File: src/rtl/mem_port_arbiter_pkg.sv
// rtl/mem_port_arbiter_pkg.sv - shared constants for the memory port arbiter
// State encoding, owner codes and the full byte-enable value.
package mem_port_arbiter_pkg;

   typedef enum logic [1:0] {
      ST_IDLE = 2'd0,
      ST_BUSY = 2'd1,
      ST_RESP = 2'd2
   } arb_state_e;

   localparam logic       OWNER_IF = 1'b0;
   localparam logic       OWNER_EX = 1'b1;
   localparam logic [3:0] BE_FULL  = 4'hF;

endpackage

File: src/rtl/mem_arb_watchdog.sv
// rtl/mem_arb_watchdog.sv - ack-wait cycle counter for the memory port arbiter
// Only instantiated when MEM_ARB_TIMEOUT_EN is defined; expire_o holds once TIMEOUT is reached.
module mem_arb_watchdog #(
   parameter int TIMEOUT = 255
) (
   input  logic clk,
   input  logic rst_n,
   input  logic clr_i,
   input  logic en_i,
   output logic expire_o
);

   localparam int CW = (TIMEOUT < 1) ? 1 : $clog2(TIMEOUT + 1);

   logic [CW-1:0] cnt_q, cnt_d;

   assign expire_o = (cnt_q == CW'(TIMEOUT));

   always_comb begin
      cnt_d = cnt_q;
      if (clr_i) begin
         cnt_d = '0;
      end else if (en_i && !expire_o) begin
         cnt_d = cnt_q + 1'b1;
      end
   end

   always_ff @(posedge clk or negedge rst_n) begin
      if (!rst_n) begin
         cnt_q <= '0;
      end else begin
         cnt_q <= cnt_d;
      end
   end

endmodule

File: src/rtl/mem_port_arbiter.sv
// rtl/mem_port_arbiter.sv - shares one memory port between instruction fetch and load/store
// Optional ack timeout enabled by defining MEM_ARB_TIMEOUT_EN.
module mem_port_arbiter
   import mem_port_arbiter_pkg::*;
#(
   parameter int TIMEOUT = 255
) (
   input  logic        clk,
   input  logic        rst_n,
   input  logic        if_req,
   input  logic [31:0] if_addr,
   output logic        if_done,
   output logic [31:0] if_rdata,
   input  logic        ex_rd,
   input  logic        ex_wr,
   input  logic [31:0] ex_addr,
   input  logic [31:0] ex_wdata,
   input  logic [3:0]  ex_rmask,
   input  logic [3:0]  ex_wmask,
   output logic        ex_done,
   output logic [31:0] ex_rdata,
   output logic        mem_req,
   output logic        mem_we,
   output logic [31:0] mem_addr,
   output logic [31:0] mem_wdata,
   output logic [3:0]  mem_be,
   input  logic        mem_ack,
   input  logic [31:0] mem_rdata,
   output logic        stall,
   output logic        err
);

   arb_state_e  state_q, state_d;
   logic        owner_q, owner_d;
   logic        last_ex_q, last_ex_d;
   logic        we_q, we_d;
   logic [31:0] addr_q, addr_d;
   logic [31:0] wdata_q, wdata_d;
   logic [3:0]  be_q, be_d;
   logic [31:0] if_rdata_q, if_rdata_d;
   logic [31:0] ex_rdata_q, ex_rdata_d;

   logic ex_pend, grant_ex, grant_if, grant;

   // EX wins a tie unless it was the last one served.
   assign ex_pend  = ex_rd | ex_wr;
   assign grant_ex = ex_pend & ~(if_req & last_ex_q);
   assign grant_if = if_req & ~grant_ex;
   assign grant    = grant_ex | grant_if;

`ifdef MEM_ARB_TIMEOUT_EN
   logic wd_expire;
   logic timeout_q, timeout_d;

   mem_arb_watchdog #(
      .TIMEOUT (TIMEOUT)
   ) u_watchdog (
      .clk      (clk),
      .rst_n    (rst_n),
      .clr_i    ((state_q == ST_IDLE) && grant),
      .en_i     ((state_q == ST_BUSY) && !mem_ack),
      .expire_o (wd_expire)
   );

   always_ff @(posedge clk or negedge rst_n) begin
      if (!rst_n) begin
         timeout_q <= 1'b0;
      end else begin
         timeout_q <= timeout_d;
      end
   end

   assign err = (state_q == ST_RESP) && timeout_q;
`else
   logic unused_timeout;
   assign unused_timeout = (TIMEOUT == 0);
   assign err            = 1'b0;
`endif

   always_comb begin
      state_d    = state_q;
      owner_d    = owner_q;
      last_ex_d  = last_ex_q;
      we_d       = we_q;
      addr_d     = addr_q;
      wdata_d    = wdata_q;
      be_d       = be_q;
      if_rdata_d = if_rdata_q;
      ex_rdata_d = ex_rdata_q;
`ifdef MEM_ARB_TIMEOUT_EN
      timeout_d  = timeout_q;
`endif
      case (state_q)
         ST_IDLE: begin
            if (grant) begin
               state_d   = ST_BUSY;
               owner_d   = grant_ex ? OWNER_EX : OWNER_IF;
               last_ex_d = grant_ex;
               if (grant_ex) begin
                  addr_d  = ex_addr;
                  wdata_d = ex_wdata;
                  we_d    = ex_wr;
                  be_d    = ex_wr ? ex_wmask : ex_rmask;
               end else begin
                  addr_d  = if_addr;
                  we_d    = 1'b0;
                  be_d    = BE_FULL;
               end
            end
         end
         ST_BUSY: begin
            if (mem_ack) begin
               state_d = ST_RESP;
               if (owner_q == OWNER_IF) begin
                  if_rdata_d = mem_rdata;
               end else if (!we_q) begin
                  ex_rdata_d = mem_rdata;
               end
            end
`ifdef MEM_ARB_TIMEOUT_EN
            else if (wd_expire) begin
               state_d   = ST_RESP;
               timeout_d = 1'b1;
               if (owner_q == OWNER_IF) begin
                  if_rdata_d = '0;
               end else begin
                  ex_rdata_d = '0;
               end
            end
`endif
         end
         ST_RESP: begin
            state_d = ST_IDLE;
`ifdef MEM_ARB_TIMEOUT_EN
            timeout_d = 1'b0;
`endif
         end
         default: state_d = ST_IDLE;
      endcase
   end

   always_ff @(posedge clk or negedge rst_n) begin
      if (!rst_n) begin
         state_q    <= ST_IDLE;
         owner_q    <= OWNER_IF;
         last_ex_q  <= 1'b0;
         we_q       <= 1'b0;
         addr_q     <= '0;
         wdata_q    <= '0;
         be_q       <= '0;
         if_rdata_q <= '0;
         ex_rdata_q <= '0;
      end else begin
         state_q    <= state_d;
         owner_q    <= owner_d;
         last_ex_q  <= last_ex_d;
         we_q       <= we_d;
         addr_q     <= addr_d;
         wdata_q    <= wdata_d;
         be_q       <= be_d;
         if_rdata_q <= if_rdata_d;
         ex_rdata_q <= ex_rdata_d;
      end
   end

   assign mem_req   = (state_q == ST_BUSY);
   assign mem_we    = we_q;
   assign mem_addr  = addr_q;
   assign mem_wdata = wdata_q;
   assign mem_be    = be_q;
   assign if_done   = (state_q == ST_RESP) && (owner_q == OWNER_IF);
   assign ex_done   = (state_q == ST_RESP) && (owner_q == OWNER_EX);
   assign if_rdata  = if_rdata_q;
   assign ex_rdata  = ex_rdata_q;
   assign stall     = (ex_pend & ~ex_done) | (if_req & ~if_done);

endmodule
File: config.mk
export PLATFORM = sky130hd
export DESIGN_NAME = mem_port_arbiter
export DESIGN_NICKNAME = d
export VERILOG_FILES = /design/src/rtl/mem_port_arbiter_pkg.sv /design/src/rtl/mem_arb_watchdog.sv /design/src/rtl/mem_port_arbiter.sv
export SDC_FILE = /design/constraint.sdc
export NUM_CORES = 1
export LEC_CHECK = 0
export ABC_CLOCK_PERIOD_IN_PS = 2300
export CAP_MARGIN = 40
export CORE_UTILIZATION = 32
export DETAILED_ROUTE_END_ITERATION = 7
export PLACE_DENSITY = 0.66
export SYNTH_ARGS = -nofsm -noshare
export SYNTH_HDL_FRONTEND = slang
export SYNTH_SLANG_ARGS = --single-unit
export TNS_END_PERCENT = 10
File: constraint.sdc
create_clock -name clk -period 2.3 [get_ports clk]
set_clock_uncertainty 0.05 [all_clocks]
set_input_delay 0.46 -clock clk [delete_from_list [all_inputs] [get_ports clk]]
set_output_delay 0.46 -clock clk [all_outputs]
set_load 0.01 [all_outputs]
==> results of run 1 <==
## worst reg2reg max path: cells and delay by family, from the launching register on
kind                   cells  cell delay (ps)
multiplexers               2              660
flip-flops                 1              400
buffers and inverters      2              390
AO/OA/AOI/OAI              1              150
## through the flow
step,utilization,TNS [ps],instances,worst slack (ps)
floorplan,-,0,343,455
finish,0.551,0,869,126
CTS,0.550,0,869,28.0
global route,0.551,0,869,27.9
global placement,0.519,-188,841,-57.7
detailed placement,0.519,-692,841,-68.8
## report_power, final
group          total, mW  switching [mW]  internal (mW)
Clock               2.40           0.958           1.44
Combinational       5.88            2.14           3.74
Sequential          4.30           0.668           3.63
## area by class of cell
type,instances,share of cell area
sequential,136,0.368
tap,220,0.0297
inverter,5,0.00203
multi-input combinational,184,0.222
clock inverter,10,0.00932
clock buffer,17,0.0459
timing repair buffer,297,0.323
## state kept, by name, indices dropped and copies added, names as in the netlist
register   flops
ex_rdata      32
if_rdata      32
mem_addr      32
mem_be         4
mem_wdata     32
mem_we         1
owner_q        1
state_q        2
## worst paths after layout
path | from | end | depth (start not counted)
setup reg to reg | owner_q | mem_addr[21] | 5
max in group asynchronous | rst_n | if_rdata[0] | 3
hold reg to reg | ex_rdata[30] | ex_rdata[30] | 1
min in group asynchronous | rst_n | mem_wdata[18] | 2
setup / recovery | state_q[0] | mem_req | 2
hold / removal | ex_rdata[30] | ex_rdata[30] | 1
## logic make-up (layout without fill, tap and decap cells)
family | after synthesis | in the layout
simple gates | 9 | 9
buf+inv | 23 | 329
mux | 164 | 164
flops | 136 | 136
other cells | 1 | 1
compound gates | 10 | 10
## what timing repair did
item,CTS,global route
setup buffers,0,0
setup endpoints to repair,3,1
hold endpoints to repair,51,0
hold buffers,1,0
gates resized for setup,6,1
## routing by layer
metal / up-vias / part of all wire / global-route usage
met5: - / 0 / 0
met1: 1970 / 0.37 / 0.184
li1: 1809 / - / -
met3: 22 / 0.088 / 0.0726
met2: 164 / 0.52 / 0.305
met4: 0 / 0.019 / 0.0637
## cell usage in the layout, fill, tap and decap left out, drive strengths merged
| cell type | count |
|---|---|
| inv | 5 |
| dlygate4sd3 | 1 |
| a21o | 1 |
| o2bb2ai | 2 |
| o21bai | 1 |
| clkinv | 6 |
| buf | 19 |
| nor3b | 2 |
| conb | 1 |
| nand3b | 1 |
| clkinvlp | 3 |
| dlygate4sd2 | 2 |
| nor2b | 2 |
| nor3 | 2 |
| a211o | 1 |
| mux2 | 161 |
| a211oi | 1 |
| bufinv | 1 |
| dfrtp | 136 |
| mux2i | 3 |
| a2bb2oi | 3 |
| o22ai | 1 |
| dlymetal6s2s | 1 |
| clkdlybuf4s50 | 274 |
| clkbuf | 17 |
| nor2 | 2 |
==> flow_metrics.env, run 1 <==
export IMPL_vias=3965
export IMPL_grt_max_degree=56
export IMPL_diodes=0
export IMPL_crit_path_start_kind="register"
export IMPL_ant_nets=0
export IMPL_leakagePower_nw=3.79
export IMPL_period_share=0.945
export IMPL_synth_mux_area_frac=0.329
export IMPL_seq_area_frac_synth=0.608
export IMPL_setup_viol=0
export IMPL_async_flop_share=1.00
export IMPL_drv_slew=0
export IMPL_cts_tree="yes"
export IMPL_cpMaxStageDelayCell="clkdlybuf4s50_1"
export IMPL_die_y_um=134
export IMPL_drt_first_pass_iters=4
export IMPL_place_gp_congestion=0.755
export IMPL_stdcell_area_sq_mm=0.00926
export IMPL_tightest_slew_ps=522
export IMPL_die_area_sq_mm=0.0180
export IMPL_dpl_hpwl_mm=11.3
export IMPL_port_buffers=278
export IMPL_grt_overflow=0
export IMPL_grt_pass1_wl_mm=23.6
export IMPL_worstPathCellList="nor2b_1 -> clkdlybuf4s50_1"
export IMPL_place_area_sq_mm=0.00872
export IMPL_multi_input_area_sq_mm=0.00206
export IMPL_ios=280
export IMPL_syn_nets=485
export IMPL_final_layout_size_suffix_gt1_frac=0.328
export IMPL_critPathArrivalTime_ps=1660
export IMPL_p_total_mw=12.6
export IMPL_vias_per_cell=4.56
export IMPL_grt_pass1_vias=4431
export IMPL_cpPeakStageDelay_ps=590
export IMPL_hold_ws_ps=434
export IMPL_cap_viol_max_count=0
export IMPL_cts_buffers=17
export IMPL_path_buf_inv=1
export IMPL_coreArea_sq_mm=0.0168
export IMPL_drtIter0Drc=74
export IMPL_route_detailed_drc=0
export IMPL_crit_fanout=6
export IMPL_yosysMostFrequentCell="mux2_2"
export IMPL_synth_seq_cells=136
export IMPL_yosys_top_cells_count="mux2_2, dfrtp_1, buf_4"
export IMPL_fp_dieW_um=134
export IMPL_synth_top_family_by_area="multiplexers"
export IMPL_synth_ff_type="dfrtp_1"
export IMPL_synth_top_area_frac=0.608
export IMPL_synth_edf_count=0
export IMPL_yosys_warnings=0
export IMPL_crit_family="buffers and inverters"
export IMPL_synth_area_sq_mm=0.00560
export IMPL_htreeDepth=4
export IMPL_groute_usage_overall=0.173
export IMPL_syn_instance_count=343
export IMPL_syn2layout_area_growth_pct=65.5
export IMPL_finalHoldViolCount=0
export IMPL_post_route_min_period_ps=2170
export IMPL_synth_area_per_cell_sq_um=16.3
export IMPL_clk_latency_ps=410
export IMPL_synthAdderAreaFrac=0
export IMPL_synth_area_leaders="dfrtp_1, mux2_2, buf_4"
export IMPL_synth_xor_area_share=0
export IMPL_cts_sinks=136
export IMPL_fill_cells=1413
export IMPL_clk_path_buf_depth=2
export IMPL_synth_top_area_cell="dfrtp_1"
export IMPL_cts_clk_slew_worst_paths_ps=50
export IMPL_outcome="complete, no violations"
export IMPL_fin_nets=783
export IMPL_end_kind="primary output"
export IMPL_yosysUniqueCellTypes=23
export IMPL_path_class="reg -> out"
export IMPL_rows=47
export IMPL_relSlewSlack=0.652
export IMPL_power_density_mw_per_mm2=1360
export IMPL_required_ps=1790
export IMPL_synth_compound_area_frac=0.0188
export IMPL_rrSetupSlack_ps=550
export IMPL_max_freq_mhz=460
export IMPL_hold_path_class="reg -> reg"
export IMPL_rsz0062_at_grt="no"
export IMPL_floorplan_initialDensity=0.333
export IMPL_antenna_found_initial=0
export IMPL_peakVddDrop_uv=629
export IMPL_drt_wl_total_mm=15.0
export IMPL_drt_wirelength_per_cell_um=17.3
export IMPL_synth_simple_gate_area_frac=0.0145
export IMPL_root_buffer="clkbuf_16"
export IMPL_seqCellArea_sq_mm=0.00341
(Power assumes the default switching activity.)
==> run 2: changes to the inputs <==
--- a/config.mk
+++ b/config.mk
@@ -7,9 +7,11 @@
 export LEC_CHECK = 0
 export ABC_CLOCK_PERIOD_IN_PS = 2300
 export CAP_MARGIN = 40
-export CORE_UTILIZATION = 32
+export CELL_PAD_IN_SITES_DETAIL_PLACEMENT = 1
+export CELL_PAD_IN_SITES_GLOBAL_PLACEMENT = 1
+export CORE_UTILIZATION = 31
 export DETAILED_ROUTE_END_ITERATION = 7
-export PLACE_DENSITY = 0.66
+export PLACE_DENSITY = 0.79
 export SYNTH_ARGS = -nofsm -noshare
 export SYNTH_HDL_FRONTEND = slang
 export SYNTH_SLANG_ARGS = --single-unit
==> run 2 against run 1 <==
Effect of this change:
- critical path type unchanged
- setup slack lost 22 ps
- largest cell class unchanged
- sequential power is essentially flat
- final cell count grew 1.0%
- die area grew 3.2%
- utilization shrank 1.4 points
- global-route usage grew 1.2 points
- wire length grew 11%
==> flow_metrics.env, run 2 (synthesis results as in run 1) <==
export IMPL_die_area_sq_mm=0.0186
export IMPL_fin_util=0.537
export IMPL_cap_viol_max_count=0
export IMPL_clk_latency_ps=410
export IMPL_drv_slew=0
export IMPL_crit_path_start_kind="register"
export IMPL_max_freq_mhz=455
export IMPL_end_kind="primary output"
export IMPL_drt_wirelength_per_cell_um=19.0
export IMPL_rsz0062_at_grt="no"
export IMPL_mostFrequentLayoutCells="clkdlybuf4s50_1, mux2_2, dfrtp_1"
export IMPL_setup_viol=0
export IMPL_period_share=0.955
export IMPL_finalHoldViolCount=0
export IMPL_ios=280
export IMPL_post_route_min_period_ps=2200
export IMPL_power_density_mw_per_mm2=1390
export IMPL_route_detailed_drc=0
export IMPL_grt_overflow=0
export IMPL_tns_ps=0
export IMPL_htreeDepth=4
export IMPL_hold_end="ex_rdata[5]"
export IMPL_vias_per_cell=4.56
export IMPL_hold_path_depth=1
export IMPL_required_ps=1790
export IMPL_r2r_start="state_q[1]"
export IMPL_crit_fanout=6
export IMPL_ant_nets=0
export IMPL_pre_cts_ws_ps=-52.6
export IMPL_place_inst=846
export IMPL_rrSetupSlack_ps=550
export IMPL_drtIter0Drc=46
export IMPL_diodes=0
export IMPL_post_cts_buffers=0
export IMPL_drt_wl_total_mm=16.7
export IMPL_leakagePower_nw=3.85
export IMPL_drt_first_pass_iters=3
export IMPL_root_buffer="clkbuf_16"
export IMPL_r2r_cells=4
export IMPL_layout_setup_ws_ps=103
export IMPL_hold_ws_ps=434
export IMPL_p_total_mw=13.0
export IMPL_syn2layout_area_growth_pct=67.6
export IMPL_final_layout_size_suffix_gt1_frac=0.332
export IMPL_clk_path_buf_depth=2
export IMPL_vias=4006
export IMPL_place_gp_congestion=0.762
export IMPL_outcome="complete, no violations"
export IMPL_rows=48
export IMPL_final_common_cell="clkdlybuf4s50_1"
export IMPL_fp_dieW_um=136
export IMPL_worstHoldStart="ex_rdata[5]"
export IMPL_groute_usage_overall=0.186
export IMPL_port_buffers=278
export IMPL_floorplan_initialDensity=0.320
export IMPL_fin_cells=878
export IMPL_die_y_um=136
export IMPL_place_area_sq_mm=0.00876
export IMPL_grt_pass1_vias=4603
export IMPL_grt_max_degree=42
export IMPL_stdcell_area_sq_mm=0.00938
export IMPL_cts_tree="yes"
export IMPL_coreArea_sq_mm=0.0175
export IMPL_antenna_found_initial=0
export IMPL_dpl_hpwl_mm=12.6
export IMPL_path_class="reg -> out"
export IMPL_reg2reg_to="ex_rdata[17]"
export IMPL_grt_pass1_wl_mm=25.7
export IMPL_fin_nets=783
export IMPL_cts_buffers=17
export IMPL_critPathArrivalTime_ps=1690
export IMPL_peakVddDrop_uv=647
export IMPL_hold_path_class="reg -> reg"
export IMPL_cts_clk_slew_worst_paths_ps=60
export IMPL_cts_sinks=136
run 2: cell types whose count changed in the layout (fill, tap and decap cells not counted):
cell        previous run  this run
buf_12                 5         7
buf_4                 13        11
bufinv_16              1         2
clkbuf_8               0         4
clkinv_2               5         3
clkinv_4               1         2
clkinvlp_4             3         1
inv_6                  0         2
run 2: worst max-delay path: stages (launching register included):
cell and delay (ps):
dfrtp_2 480, nor2b_1 220, clkdlybuf4s50_1 590
run 2: worst max path at each step:
stage                from  cells after the start      endpoint  slack [ps]
2_1_floorplan       ex_wr                      5  mem_addr[13]         450
3_3_place_gp        ex_wr                      6  mem_addr[25]          10
3_5_place_dp        ex_wr                      6   mem_addr[3]         -50
4_1_cts           owner_q                      3       ex_done          30
5_1_grt        state_q[0]                      2       mem_req          40
6_report       state_q[0]                      2       mem_req         100
run 2: area by class of cell:
class | instances | area [sq um]
flip-flops and latches | 136 | 3410
inverters | 5 | 18.8
well taps | 225 | 282
fillers | 1716 | 8100
multi-input cells | 184 | 2060
repair buffers | 297 | 3020
clock buffers | 21 | 480
clock inverters | 10 | 118
run 2: repair_timing:
action | in CTS | in global routing
endpoints found under the setup margin | 4 | 1
gates resized for setup | 6 | 1
hold endpoints to repair | 38 | 0
hold buffers | 1 | 0
run 2: routing by layer:
layer,up-vias,routed length (um),track usage,part of all wire
met5,-,0,0,0
met4,0,229,0.0630,0.014
met3,17,1490,0.0671,0.089
met2,166,9150,0.347,0.55
met1,2003,5850,0.188,0.35
li1,1820,-,-,-
run 2: where the power goes:
group	internal (mW)	switching [mW]	total, mW
sequential	3.63	0.701	4.33
combinational	3.76	2.18	5.94
clock	1.71	1.01	2.72
==> run 3: changes to the inputs <==
--- a/config.mk
+++ b/config.mk
@@ -10,8 +10,10 @@
 export CELL_PAD_IN_SITES_DETAIL_PLACEMENT = 1
 export CELL_PAD_IN_SITES_GLOBAL_PLACEMENT = 1
 export CORE_UTILIZATION = 31
+export CTS_CLUSTER_SIZE = 8
 export DETAILED_ROUTE_END_ITERATION = 7
 export PLACE_DENSITY = 0.79
+export SLEW_MARGIN = 10
 export SYNTH_ARGS = -nofsm -noshare
 export SYNTH_HDL_FRONTEND = slang
 export SYNTH_SLANG_ARGS = --single-unit
==> results of run 3 <==
Final layout, timing and power as in run 2 (identical DEF).
